### src/rtl/irq_trap_ctrl.sv
// Machine-mode trap controller: exceptions, NUM_IRQ synchronised external lines and the timer.
// Optional vectored dispatch enabled by defining IRQ_TRAP_VECTORED_EN.
module irq_trap_ctrl #(
  parameter int unsigned NUM_IRQ = 4
) (
  input  logic               CLK,
  input  logic               reset,
  output logic               trap,
  input  logic [31:0]        savePC,
  output logic [31:0]        nextPC,
  input  logic               iret,
  input  logic [NUM_IRQ-1:0] externalIRQ,
  input  logic               systemTimerIRQ,
  input  logic               exception,
  input  logic [7:0]         exceptionCode,
  input  logic [31:0]        exceptionValue,
  input  logic [4:0]         A,
  input  logic               WE,
  input  logic [31:0]        WD,
  output logic [31:0]        RD
);

  logic [NUM_IRQ-1:0] sync_meta, sync_s, sync_d, edge_pend;
  logic [NUM_IRQ-1:0] mtrig, mie_ext;
  logic               mtie, st_mie, st_mpie;
  logic [31:0]        mepc, mcause, mtval, mscratch;
  logic [29:0]        mtvec_base;
  logic [1:0]         mtvec_mode;

  logic [NUM_IRQ-1:0] pending, irq_masked, take_vec, edge_set, edge_clr;
  logic               timer_term, found, int_take, trap_entry, do_iret, wr_mip;
  logic [3:0]         sel;
  logic [4:0]         cause;
  logic [31:0]        base, int_target;

  assign pending    = (mtrig & edge_pend) | (~mtrig & sync_s);
  assign irq_masked = pending & mie_ext;
  assign timer_term = mtie & systemTimerIRQ;

  always_comb begin
    found    = 1'b0;
    sel      = '0;
    take_vec = '0;
    for (int unsigned i = 0; i < NUM_IRQ; i++) begin
      if (irq_masked[i] && !found) begin
        found       = 1'b1;
        sel         = i[3:0];
        take_vec[i] = 1'b1;
      end
    end
  end

  assign int_take   = st_mie & (found | timer_term) & ~exception;
  assign trap_entry = exception | int_take;
  assign do_iret    = iret & ~trap_entry;
  assign cause      = found ? (5'd16 + {1'b0, sel}) : 5'd7;
  assign base       = {mtvec_base, 2'b00};

`ifdef IRQ_TRAP_VECTORED_EN
  assign int_target = (mtvec_mode == 2'd1) ? (base + {25'b0, cause, 2'b00}) : base;
`else
  assign int_target = base;
  assign mtvec_mode = 2'b00;
`endif

  always_comb begin
    trap   = 1'b0;
    nextPC = mepc;
    if (exception) begin
      trap   = 1'b1;
      nextPC = base;
    end else if (int_take) begin
      trap   = 1'b1;
      nextPC = int_target;
    end else if (iret) begin
      trap   = 1'b1;
    end
  end

  // Set beats a same-cycle clear (W1C or auto-clear on the taking trap)
  assign wr_mip   = WE && (A == 5'd2);
  assign edge_set = sync_s & ~sync_d & mtrig;
  assign edge_clr = (wr_mip ? WD[NUM_IRQ-1:0] : '0) | ((int_take && found) ? take_vec : '0);

  always_ff @(posedge CLK or negedge reset) begin
    if (!reset) begin
      sync_meta <= '0;
      sync_s    <= '0;
      sync_d    <= '0;
      edge_pend <= '0;
    end else begin
      sync_meta <= externalIRQ;
      sync_s    <= sync_meta;
      sync_d    <= sync_s;
      edge_pend <= (edge_pend & ~edge_clr) | edge_set;
    end
  end

  // CSR writes first; trap/iret updates later in the block override them
  always_ff @(posedge CLK or negedge reset) begin
    if (!reset) begin
      st_mie     <= 1'b0;
      st_mpie    <= 1'b0;
      mie_ext    <= '0;
      mtie       <= 1'b0;
      mepc       <= '0;
      mtvec_base <= '0;
      mcause     <= '0;
      mtval      <= '0;
      mscratch   <= '0;
      mtrig      <= '0;
`ifdef IRQ_TRAP_VECTORED_EN
      mtvec_mode <= '0;
`endif
    end else begin
      if (WE) begin
        case (A)
          5'd0: begin st_mie <= WD[0]; st_mpie <= WD[1]; end
          5'd1: begin mie_ext <= WD[NUM_IRQ-1:0]; mtie <= WD[16]; end
          5'd3: mepc <= WD;
          5'd4: begin
            mtvec_base <= WD[31:2];
`ifdef IRQ_TRAP_VECTORED_EN
            mtvec_mode <= WD[1:0];
`endif
          end
          5'd5: mcause   <= WD;
          5'd6: mtval    <= WD;
          5'd7: mscratch <= WD;
          5'd8: mtrig    <= WD[NUM_IRQ-1:0];
          default: ;
        endcase
      end
      if (trap_entry) begin
        st_mpie <= st_mie;
        st_mie  <= 1'b0;
        mepc    <= savePC;
        if (exception) begin
          mcause <= {24'b0, exceptionCode};
          mtval  <= exceptionValue;
        end else begin
          mcause <= {1'b1, 26'b0, cause};
          mtval  <= '0;
        end
      end else if (do_iret) begin
        st_mie  <= st_mpie;
        st_mpie <= 1'b1;
      end
    end
  end

  always_comb begin
    RD = '0;
    case (A)
      5'd0: RD[1:0] = {st_mpie, st_mie};
      5'd1: begin RD[NUM_IRQ-1:0] = mie_ext; RD[16] = mtie; end
      5'd2: begin RD[NUM_IRQ-1:0] = pending; RD[16] = systemTimerIRQ; end
      5'd3: RD = mepc;
      5'd4: RD = {mtvec_base, mtvec_mode};
      5'd5: RD = mcause;
      5'd6: RD = mtval;
      5'd7: RD = mscratch;
      5'd8: RD[NUM_IRQ-1:0] = mtrig;
      default: RD = '0;
    endcase
  end

endmodule

### config.mk
export PLATFORM = sky130hd
export DESIGN_NAME = irq_trap_ctrl
export DESIGN_NICKNAME = d
export VERILOG_FILES = /design/src/rtl/irq_trap_ctrl.sv
export SDC_FILE = /design/constraint.sdc
export NUM_CORES = 1
export LEC_CHECK = 0
export ABC_AREA = 1
export ABC_CLOCK_PERIOD_IN_PS = 3630
export BUFFER_PORTS_ARGS = -buffer_cell sky130_fd_sc_hd__buf_2
export CORE_MARGIN = 1.5
export CORE_UTILIZATION = 40
export DETAILED_ROUTE_END_ITERATION = 16
export PLACE_DENSITY_LB_ADDON = 0.15
export SYNTH_ARGS = -nofsm -noshare
export SYNTH_HDL_FRONTEND = slang
export SYNTH_SLANG_ARGS = --single-unit
### constraint.sdc
create_clock -name CLK -period 3.63 [get_ports CLK]
set_input_delay 0.726 -clock CLK [delete_from_list [all_inputs] [get_ports CLK]]
set_output_delay 0.726 -clock CLK [all_outputs]
set_load 0.05 [all_outputs]
## Word-level counts from Yosys, hierarchy flattened

Cells that the tools add are included.

| word-level totals | value |
|---|---|
| output and inout port bits | 65 |
| logic and storage cells | 108 |
| bits in registers | 185 |
| input port bits | 119 |

| operators by class | value |
|---|---|
| reduce and logical (&&, ||, !) cells | 23 |
| bitwise gates (word level) | 20 |
| multiplexer cells | 42 |
| $add $sub $neg | 1 |
| equality and inequality tests | 8 |

Operator list:

| operator | count |
|---|---|
| $mux W32 | 13 |
| $pmux W15 S5 | 1 |
| $pmux W12 S5 | 1 |
| $pmux W2 S8 | 2 |
| $and A4 B4 Y4 | 6 |
| $eq A5 B3 Y1 const B | 4 |
| $mux W1 | 19 |
| $mux W4 | 4 |
| $reduce_and A2 Y1 | 8 |
| $not A4 Y4 | 3 |
| $or A4 B4 Y4 | 3 |
| $eq A5 B2 Y1 const B | 2 |
| $reduce_bool A2 Y1 | 4 |
| $pmux W1 S7 | 1 |
| $reduce_bool A3 Y1 | 2 |
| $add A5 B4 Y5 const A | 1 |
| $eq A5 B1 Y1 const B | 1 |
| $eq A5 B4 Y1 const B | 1 |
| $logic_and A1 B1 Y1 | 5 |
| $logic_not A5 Y1 | 1 |
| $mux W5 | 1 |
| $and A1 B1 Y1 | 4 |
| $logic_not A1 Y1 | 3 |
| $not A1 Y1 | 2 |
| $or A1 B1 Y1 | 2 |

## Longest topological paths before layout

Gate-level depths: netlist of run 1.

| depth | value |
|---|---|
| depth after elaboration | 23 |
| depth in mapped cells | 14 |
| mapped depth without buffers | 12 |

## Least setup slack after synthesis of run 1

Ideal clock, no wire load.

| path | value |
|---|---|
| path type | input to output |
| start point | in exception |
| end point | out nextPC[13] |
| buffers on the path | 3 |
| arrival time | 2.539 ns |
| slack | 0.365 ns |
| cell stages on the path | 7 |
| data required time | 2.904 ns |
| path through | clkbuf_1 -> inv_1 -> nand2_4 -> inv_2 -> buf_4 -> buf_6 -> o21ai_0 |

| on the way | value |
|---|---|
| longest elaborated chain between the ends | 4 |

RTL lines:

| what | line | text |
|---|---|---|
| start, declared | 14 | `input logic exception,` |
| $not A1 Y1 | 53 | `assign int_take = st_mie & (found \| timer_term) & ~exception;` |
| $and A1 B1 Y1 | 53 |  |
| $mux W32 | 72 | `end else if (int_take) begin` |
| $mux W32 (*) | 69 | `if (exception) begin` |
| end, declared | 10 | `output logic [31:0] nextPC,` |

Mark *: on every way between the ends. The rest lies on a longest branch, timed or not.

## Final worst setup path of run 1

| path | value |
|---|---|
| start point | reg mtrig[1] |
| end point | out nextPC[5] |

| on the way | value |
|---|---|
| longest elaborated chain between the ends | 17 |
| elaborated cells between the ends (all ways) | 18 |
| classes of those cells | mux (5); bitwise (8); reduce/logical (5) |

RTL lines:

| what | line | text |
|---|---|---|
| start, declared | 24 | `logic [NUM_IRQ-1:0] mtrig, mie_ext;` |
| start signal, assigned | 130 | `5'd8: mtrig <= WD[NUM_IRQ-1:0];` |
| $not A4 Y4 | 36 | `assign pending = (mtrig & edge_pend) \| (~mtrig & sync_s);` |
| $and A4 B4 Y4 | 36 |  |
| $or A4 B4 Y4 (*) | 36 |  |
| $and A4 B4 Y4 (*) | 37 | `assign irq_masked = pending & mie_ext;` |
| $logic_and A1 B1 Y1 (*) | 45 | `if (irq_masked[i] && !found) begin` |
| $mux W1 (*) | 45 |  |
| $logic_not A1 Y1 | 45 |  |
| $logic_and A1 B1 Y1 | 45 |  |
| $mux W1 (*) | 45 |  |
| $logic_not A1 Y1 | 45 |  |
| $logic_and A1 B1 Y1 | 45 |  |
| $mux W1 (*) | 45 |  |
| $or A1 B1 Y1 (*) | 53 |  |
| $and A1 B1 Y1 (*) (2 in a row) | 53 |  |
| $mux W32 (*) | 72 |  |
| $mux W32 (*) | 69 |  |

Marked as above.

==> key figures, run 1 <==
Status
  • Status: finished clean

Layout
  • Synthesis-to-finish area growth: 20.3%
  • # diodes: 0
  • Fillcell total: 2334
  • Cell area after layout: 0.0112 mm^2
  • Footprint of the multi-input gates: 0.00406 mm^2
  • Sequential standard cell area: 0.00463 mm^2
  • Layout cells sized above 1: 18.6%
  • Final nets: 1532
  • Final core occ: 49.3%

Timing
  • Unrepaired setup endpoints after global routing: false
  • Final setup viols: 0
  • Fin crit period: 3.36 ns
  • Tcrit/Tclk final: 92.6%
  • Worst-Margin Slew: 0.856 ns
  • WHS: 0.343 ns
  • Hold Fails Final Rpt: 0
  • Slew Viols, Final: 0
  • Slew headroom: 42.9%
  • Final setup TNS: 0 ns
  • Max Clock Skew: 0.0158 ns
  • F_max: 297 MHz

Clock network
  • H-tree levels: 4
  • Reg clk slew, reported paths: 0.07 ns
  • Hold_buf cts: 0
  • Clock Latency Late Sink: 0.44 ns
  • Clock root cell: clkbuf_16
  • TritonCTS clock tree: yes
  • Longest Clk Path Bufs: 2
  • Cts bufs inserted: 17
  • Post-CTS Setup Inserts: 0
  • # clock sinks: 185
  • Post-cts repair resize count: 0

Critical path
  • Setup crit start kind: flop
  • CP max FO: 17
  • Slowest CP cell: dfrtp_1
  • Critical path required time: 2.90 ns
  • Worst path max stage delay: 0.41 ns
  • CP arrival: 2.64 ns
  • Crit-path cells: inv_1, nand2_1, nand3_1, nand2_1, nor2_4, nand3_2, nand2_4, nand2_4, inv_2, buf_4, nand2_1, o21ai_0, buf_2
  • Crit. End Element: output port
  • CP Class: flop to output port
  • Critical Path Most Common Cell: nand2_1

Logic synthesis
  • Post-Syn Instances: 1250
  • Largest family of logic cells by synthesized area: simple AND/OR/NAND/NOR gates
  • Synth Area in XOR/XNOR: 0%
  • Sequential cell area fraction in the yosys report: 49.7%
  • Mux cell area share after synthesis: 0%
  • Compound-gate portion of the synthesized area: 11.5%
  • Syn Nets: 1369
  • Yosys reg bits: 185
  • Synth unique cells: 31
  • Synth Flop Type: dfrtp_1
  • Ys async rst share: 100%
  • Synth warn: 0
  • Synth Area in Simple Gates: 31.7%
  • EDFF count, synth: 0
  • Post-Synth Adder-Cell Area: 0%
  • Syn Area/Cell: 7.45 um^2
  • Synth Cell Area: 0.00931 mm^2

Global routing
  • Largest net degree at the start of global routing: 97
  • First-pass GRT wire length: 48400 um
  • Initial antenna violation count: 0
  • Vias in the first global route: 8729
  • GR Overflow Total: 0
  • Global Route Usage Sum: 26.3%

Pwr
  • Sequential power share: 44.9%
  • Psw: 1.85 mW
  • P_int: 3.78 mW
  • Pwr Total: 5.64 mW
  • Peak VDD IR: 0.000234 V
  • Clock Power Share: 35.0%
  • Sw Share: 32.9%
  • Leak: 6.12 nW
  • Comb pwr share: 20.0%
  • Pwr per Cell Area: 504 mW/mm^2

Routing
  • DR iter-0 viols: 595
  • Via count: 8842
  • Routed wl met3: 1900 um
  • Met1 wire length: 14500 um
  • Vias per cell: 5.17
  • Initial DRT Pass Iterations: 5
  • Metal2 WL: 13900 um
  • DRC errors left: 0
  • Avg WL per Cell: 17.9 um
  • WL final: 30700 um
  • Top Layer Used: met4
  • Routed Antenna Nets: 0

Place
  • RePlAce Congestion: 0.818
  • Port Buf Inserts: 183
  • Detail Placement HPWL: 19800 um
  • Placed cell area: 0.0106 mm^2

Flow run
  • Max Cap Viol: 0

Die
  • Die Width: 156 um
  • Die Ht: 156 um
  • Starting density of the core: 41.0%
  • Rows: 55
  • Die ar.: 0.0242 mm^2
  • Ports: 184
  • Core area: 0.0227 mm^2

Hold path
  • Worst hold path class: input pin to async pin
-- final timing paths --
path	slack (ns)	from	depth (start not counted)	endpoint
max in group asynchronous	2.39	reset	2	mtval[24]$_DFFE_PN0P_
setup reg to reg	1.02	mtrig[1]$_DFFE_PN0P_	13	mcause[25]$_DFFE_PN0P_
min in group CLK	0.35	sync_meta[2]$_DFF_PN0_	0	sync_s[2]$_DFF_PN0_
setup / recovery	0.27	mtrig[1]$_DFFE_PN0P_	13	nextPC[5]
hold reg to reg	0.35	sync_meta[2]$_DFF_PN0_	0	sync_s[2]$_DFF_PN0_
hold / removal	0.34	reset	1	sync_d[2]$_DFF_PN0_
-- Yosys cell counts, drive strengths merged (8+ instances only) --
master / n / area (um^2)
a221oi: 19 / 166
a22o: 10 / 87.6
o211ai: 8 / 60.1
inv: 78 / 293
nand3: 89 / 450
o21ai: 117 / 589
buf: 35 / 236
dfrtp: 185 / 4630
a21oi: 21 / 109
clkbuf: 33 / 124
nor2: 24 / 138
nand2: 617 / 2330
-- state kept, by name, indices dropped and copies added, names as in the netlist --
name        flops
sync_s          4
mcause         32
st_mpie         1
edge_pend       4
mtie            1
mie_ext         4
sync_meta       4
st_mie          1
mtrig           4
mtval          32
mtvec_base     30
mepc           32
sync_d          4
mscratch       32
-- through the flow --
stage | std cells | worst slack (ns)
3_5_place_dp | 1679 | 0.456
2_1_floorplan | 1250 | 0.365
4_1_cts | 1710 | 0.295
6_report | 1710 | 0.268
3_3_place_gp | 1679 | 0.458
5_1_grt | 1710 | 0.0948
-- kinds of logic after synthesis --
| kind of cell | Yosys count |
|---|---|
| AO/OA/AOI/OAI | 184 |
| buffers and inverters | 146 |
| AND/OR/NAND/NOR | 735 |
| flip-flops | 185 |
-- critical path, delay by kind of cell (launching register included) --
| kind | cells | cell delay, ns |
|---|---|---|
| buf+inv | 4 | 0.85 |
| simple gates | 8 | 0.83 |
| flops | 1 | 0.41 |
| compound gates | 1 | 0.11 |
-- cell type report --
cell class	count	share of cell area (%)
clock buffers	17	3.80
clock inverters	14	1.70
inverters	78	2.62
multi-input cells	919	36.2
flip-flops and latches	185	41.4
well taps	285	3.19
repair buffers	212	11.1
-- per-layer routing --
metal	up-vias	GRT usage (%)
li1	4325	-
met1	4183	37.5
met2	309	41.4
met3	25	4.53
met4	0	7.07
met5	-	0
-- placed cells by master (no fill, tap or decap), drive strengths merged --
cell type and instances:
buf 211, o211ai 8, o21ai 117, a31oi 1, nand4 3, dfrtp 185
bufinv 3, a21oi 21, o22ai 4, nor2 24, nor4 1, clkinv 4
o31ai 3, nand2 617, a221oi 19, a22o 10, nand3 89, inv 83
clkinvlp 2, clkbuf 18, a22oi 1, nor3 1
-- power groups by stage --
| stage | registers [mW] | clock network (mW) | logic (mW) |
|---|---|---|---|
| 2_1_floorplan | 2.52 | 0 | 0.809 |
| 3_3_place_gp | 2.56 | 0 | 1.12 |
| 6_report | 2.53 | 1.98 | 1.13 |
| 5_1_grt | 2.57 | 2.10 | 1.26 |
| 3_5_place_dp | 2.57 | 0 | 1.13 |
| 4_1_cts | 2.53 | 2.01 | 1.13 |
Power figures use the tool's default switching activity.
==> run 2, diff against run 1 <==
--- a/config.mk
+++ b/config.mk
@@ -8,9 +8,12 @@
 export ABC_AREA = 1
 export ABC_CLOCK_PERIOD_IN_PS = 3630
 export BUFFER_PORTS_ARGS = -buffer_cell sky130_fd_sc_hd__buf_2
+export CAP_MARGIN = 30
 export CORE_MARGIN = 1.5
 export CORE_UTILIZATION = 40
+export CTS_CLUSTER_DIAMETER = 60
 export DETAILED_ROUTE_END_ITERATION = 16
+export GPL_TIMING_DRIVEN = 0
 export PLACE_DENSITY_LB_ADDON = 0.15
 export SYNTH_ARGS = -nofsm -noshare
 export SYNTH_HDL_FRONTEND = slang
==> run 2 against run 1 <==
Net effect:
- final cell count up 2.3%
- sequential share of layout area about the same
- clock skew shrank 0.0023 ns
- fmax shrank 5.5%
- clock power is 7% lower
- combinational power up 5%
- sequential cell count unchanged
- cell area about the same
- largest cell class unchanged
==> key figures, run 2 (synthesis gave the netlist of run 1 again) <==
Pwr
  • Pwr per Cell Area: 497 mW/mm^2 (was 504 mW/mm^2)
  • P_int: 3.67 mW (was 3.78 mW)
  • Comb pwr share: 21.3% (was 20.0%)
  • Sequential power share: 45.5% (was 44.9%)
  • Clock Power Share: 33.1% (was 35.0%)
  • Sw Share: 34.2% (was 32.9%)
  • Peak VDD IR: 0.000280 V (was 0.000234 V)
  • Leak: 6.14 nW (was 6.12 nW)
  • Psw: 1.91 mW (was 1.85 mW)

Clock network
  • H-tree levels: 4 (unchanged)
  • Clock root cell: clkbuf_16 (unchanged)
  • Cts bufs inserted: 17 (unchanged)
  • Clock Latency Late Sink: 0.45 ns (was 0.44 ns)
  • Reg clk slew, reported paths: 0.06 ns (was 0.07 ns)
  • # clock sinks: 185 (unchanged)
  • Hold_buf cts: 0 (unchanged)
  • Longest Clk Path Bufs: 2 (unchanged)
  • TritonCTS clock tree: yes (unchanged)

Timing
  • Fin crit period: 3.56 ns (was 3.36 ns)
  • Tcrit/Tclk final: 98.0% (was 92.6%)
  • Worst-Margin Slew: 0.957 ns (was 0.856 ns)
  • Slew headroom: 36.2% (was 42.9%)
  • Slew Viols, Final: 0 (unchanged)
  • Unrepaired setup endpoints after global routing: false (unchanged)
  • F_max: 281 MHz (was 297 MHz)
  • Hold Fails Final Rpt: 0 (unchanged)
  • Final setup viols: 0 (unchanged)
  • Max Clock Skew: 0.0135 ns (was 0.0158 ns)

Critical path
  • RR Endpoint: mepc[5]$_DFFE_PN0P_ (was mcause[25]$_DFFE_PN0P_)
  • Critical path required time: 2.90 ns (about the same)
  • CP Class: input pin to output port (was flop to output port)
  • Worst R2R Path Depth: 12 (was 13)
  • CP max FO: 10 (was 17)
  • Reg2Reg Setup Slack: 1.42 ns (was 1.02 ns)
  • Worst R2R Start: mtrig[1]$_DFFE_PN0P_ (unchanged)
  • CP arrival: 2.83 ns (was 2.64 ns)
  • Crit. End Element: output port (unchanged)
  • Setup crit start kind: input pin (was flop)

Routing
  • Routed Antenna Nets: 0 (unchanged)
  • DRC errors left: 0 (unchanged)
  • Via count: 9477 (was 8842)
  • WL final: 36000 um (was 30700 um)
  • Vias per cell: 5.42 (was 5.17)
  • DR iter-0 viols: 1108 (was 595)
  • Initial DRT Pass Iterations: 5 (unchanged)
  • Avg WL per Cell: 20.6 um (was 17.9 um)

Global routing
  • Largest net degree at the start of global routing: 113 (was 97)
  • Initial antenna violation count: 0 (unchanged)
  • Global Route Usage Sum: 30.4% (was 26.3%)
  • Vias in the first global route: 8845 (was 8729)
  • First-pass GRT wire length: 53800 um (was 48400 um)
  • GR Overflow Total: 0 (unchanged)

Layout
  • Final core occ: 49.3% (about the same)
  • Most frequent cells in the layout: 614 x nand2_1, 197 x buf_2, 185 x dfrtp_1 (was 612 x nand2_1, 185 x dfrtp_1, 182 x buf_2)
  • Final nets: 1571 (was 1532)
  • Layout cells sized above 1: 18.5% (was 18.6%)
  • Synthesis-to-finish area growth: 20.4% (was 20.3%)
  • # diodes: 0 (unchanged)
  • Commonest non-fill, non-tap cell in the layout: nand2_1 (unchanged)
  • Post-Layout Cell Count: 1749 (was 1710)

Die
  • Rows: 55 (unchanged)
  • Ports: 184 (unchanged)
  • Die Ht: 156 um (unchanged)
  • Core area: 0.0227 mm^2 (unchanged)
  • Die ar.: 0.0242 mm^2 (unchanged)
  • Die Width: 156 um (unchanged)
  • Starting density of the core: 41.0% (unchanged)

Flow run
  • Max Cap Viol: 0 (unchanged)

Place
  • Detail Placement HPWL: 24600 um (was 19800 um)
  • Cell count after placement: 1718 (was 1679)
  • RePlAce Congestion: 0.908 (was 0.818)
  • Port Buf Inserts: 181 (was 183)

Status
  • Status: finished clean (unchanged)

Hold path
  • Worst hold path class: input pin to async pin (unchanged)
[run 2: cell count changes in the layout (fill, tap and decap cells not counted), sizes merged]
cell and change:
clkinv -2, bufinv -2, clkbuf +34, clkinvlp +2
buf +7
[run 2: power groups by stage]
| stage | Sequential (mW) | Clock, mW | Combinational (mW) |
|---|---|---|---|
| floorplan | 2.52 | 0 | 0.809 |
| global route | 2.57 | 1.95 | 1.30 |
| finish | 2.54 | 1.85 | 1.19 |
| detailed placement | 2.56 | 0 | 1.17 |
| CTS | 2.53 | 1.85 | 1.18 |
| global placement | 2.56 | 0 | 1.16 |
[run 2: through the flow]
stage	hold WS [ns]	instance area, um^2	setup WS (ns)	setup TNS, ns	total power, mW
2_1_floorplan	0.331	9310	0.365	0	3.32
3_3_place_gp	0.334	10600	-1.41	-261.00	3.72
3_5_place_dp	0.336	10600	-0.324	-3.22	3.74
4_1_cts	0.352	11200	-0.0178	-0.0294	5.56
5_1_grt	0.359	11200	0.00118	0	5.82
6_report	0.348	11200	0.0737	0	5.57
[run 2: timing repair]
action | in CTS | in global routing
resized for setup | 3 | 16
setup buffers | 0 | 0
endpoints found under the setup margin | 22 | 37
pin swaps | 0 | 0
[run 2: metal layers]
layer | track usage [%] | up-vias | part of all wire, %
met5 | 0 | - | 0
met4 | 11.1 | 0 | 3.1
met3 | 5.58 | 62 | 9.1
met2 | 46.8 | 493 | 45
met1 | 42.8 | 4526 | 43
li1 | - | 4396 | -
[run 2: final cells by class]
type | count | area (um^2)
Buffer | 68 | 379
Clock buffer | 19 | 443
Clock inverter | 12 | 118
Fill cell | 2324 | 11500
Inverter | 78 | 293
Multi-Input combinational cell | 919 | 4030
Sequential cell | 185 | 4630
Tap cell | 285 | 357
Timing Repair Buffer | 183 | 953
[run 2: worst max path at each step]
stage | startpoint | endpoint | slack, ns
final | A[2] | RD[5] | 0.07
after global routing | mtrig[1]$_DFFE_PN0P_ | nextPC[16] | 0.001
after CTS | A[4] | RD[13] | -0.02
after detailed placement | A[4] | RD[13] | -0.32
after global placement | reset | mtval[15]$_DFFE_PN0P_ | -1.41
after floorplan | exception | nextPC[13] | 0.36
[run 2: critical path, stage by stage]
cell and delay (ns):
buf_2 0.12, nor2_1 0.08, nand2_1 0.13, nor2_4 0.34, clkbuf_1 0.74, nand2_1 0.13
o211ai_1 0.21, buf_2 0.33
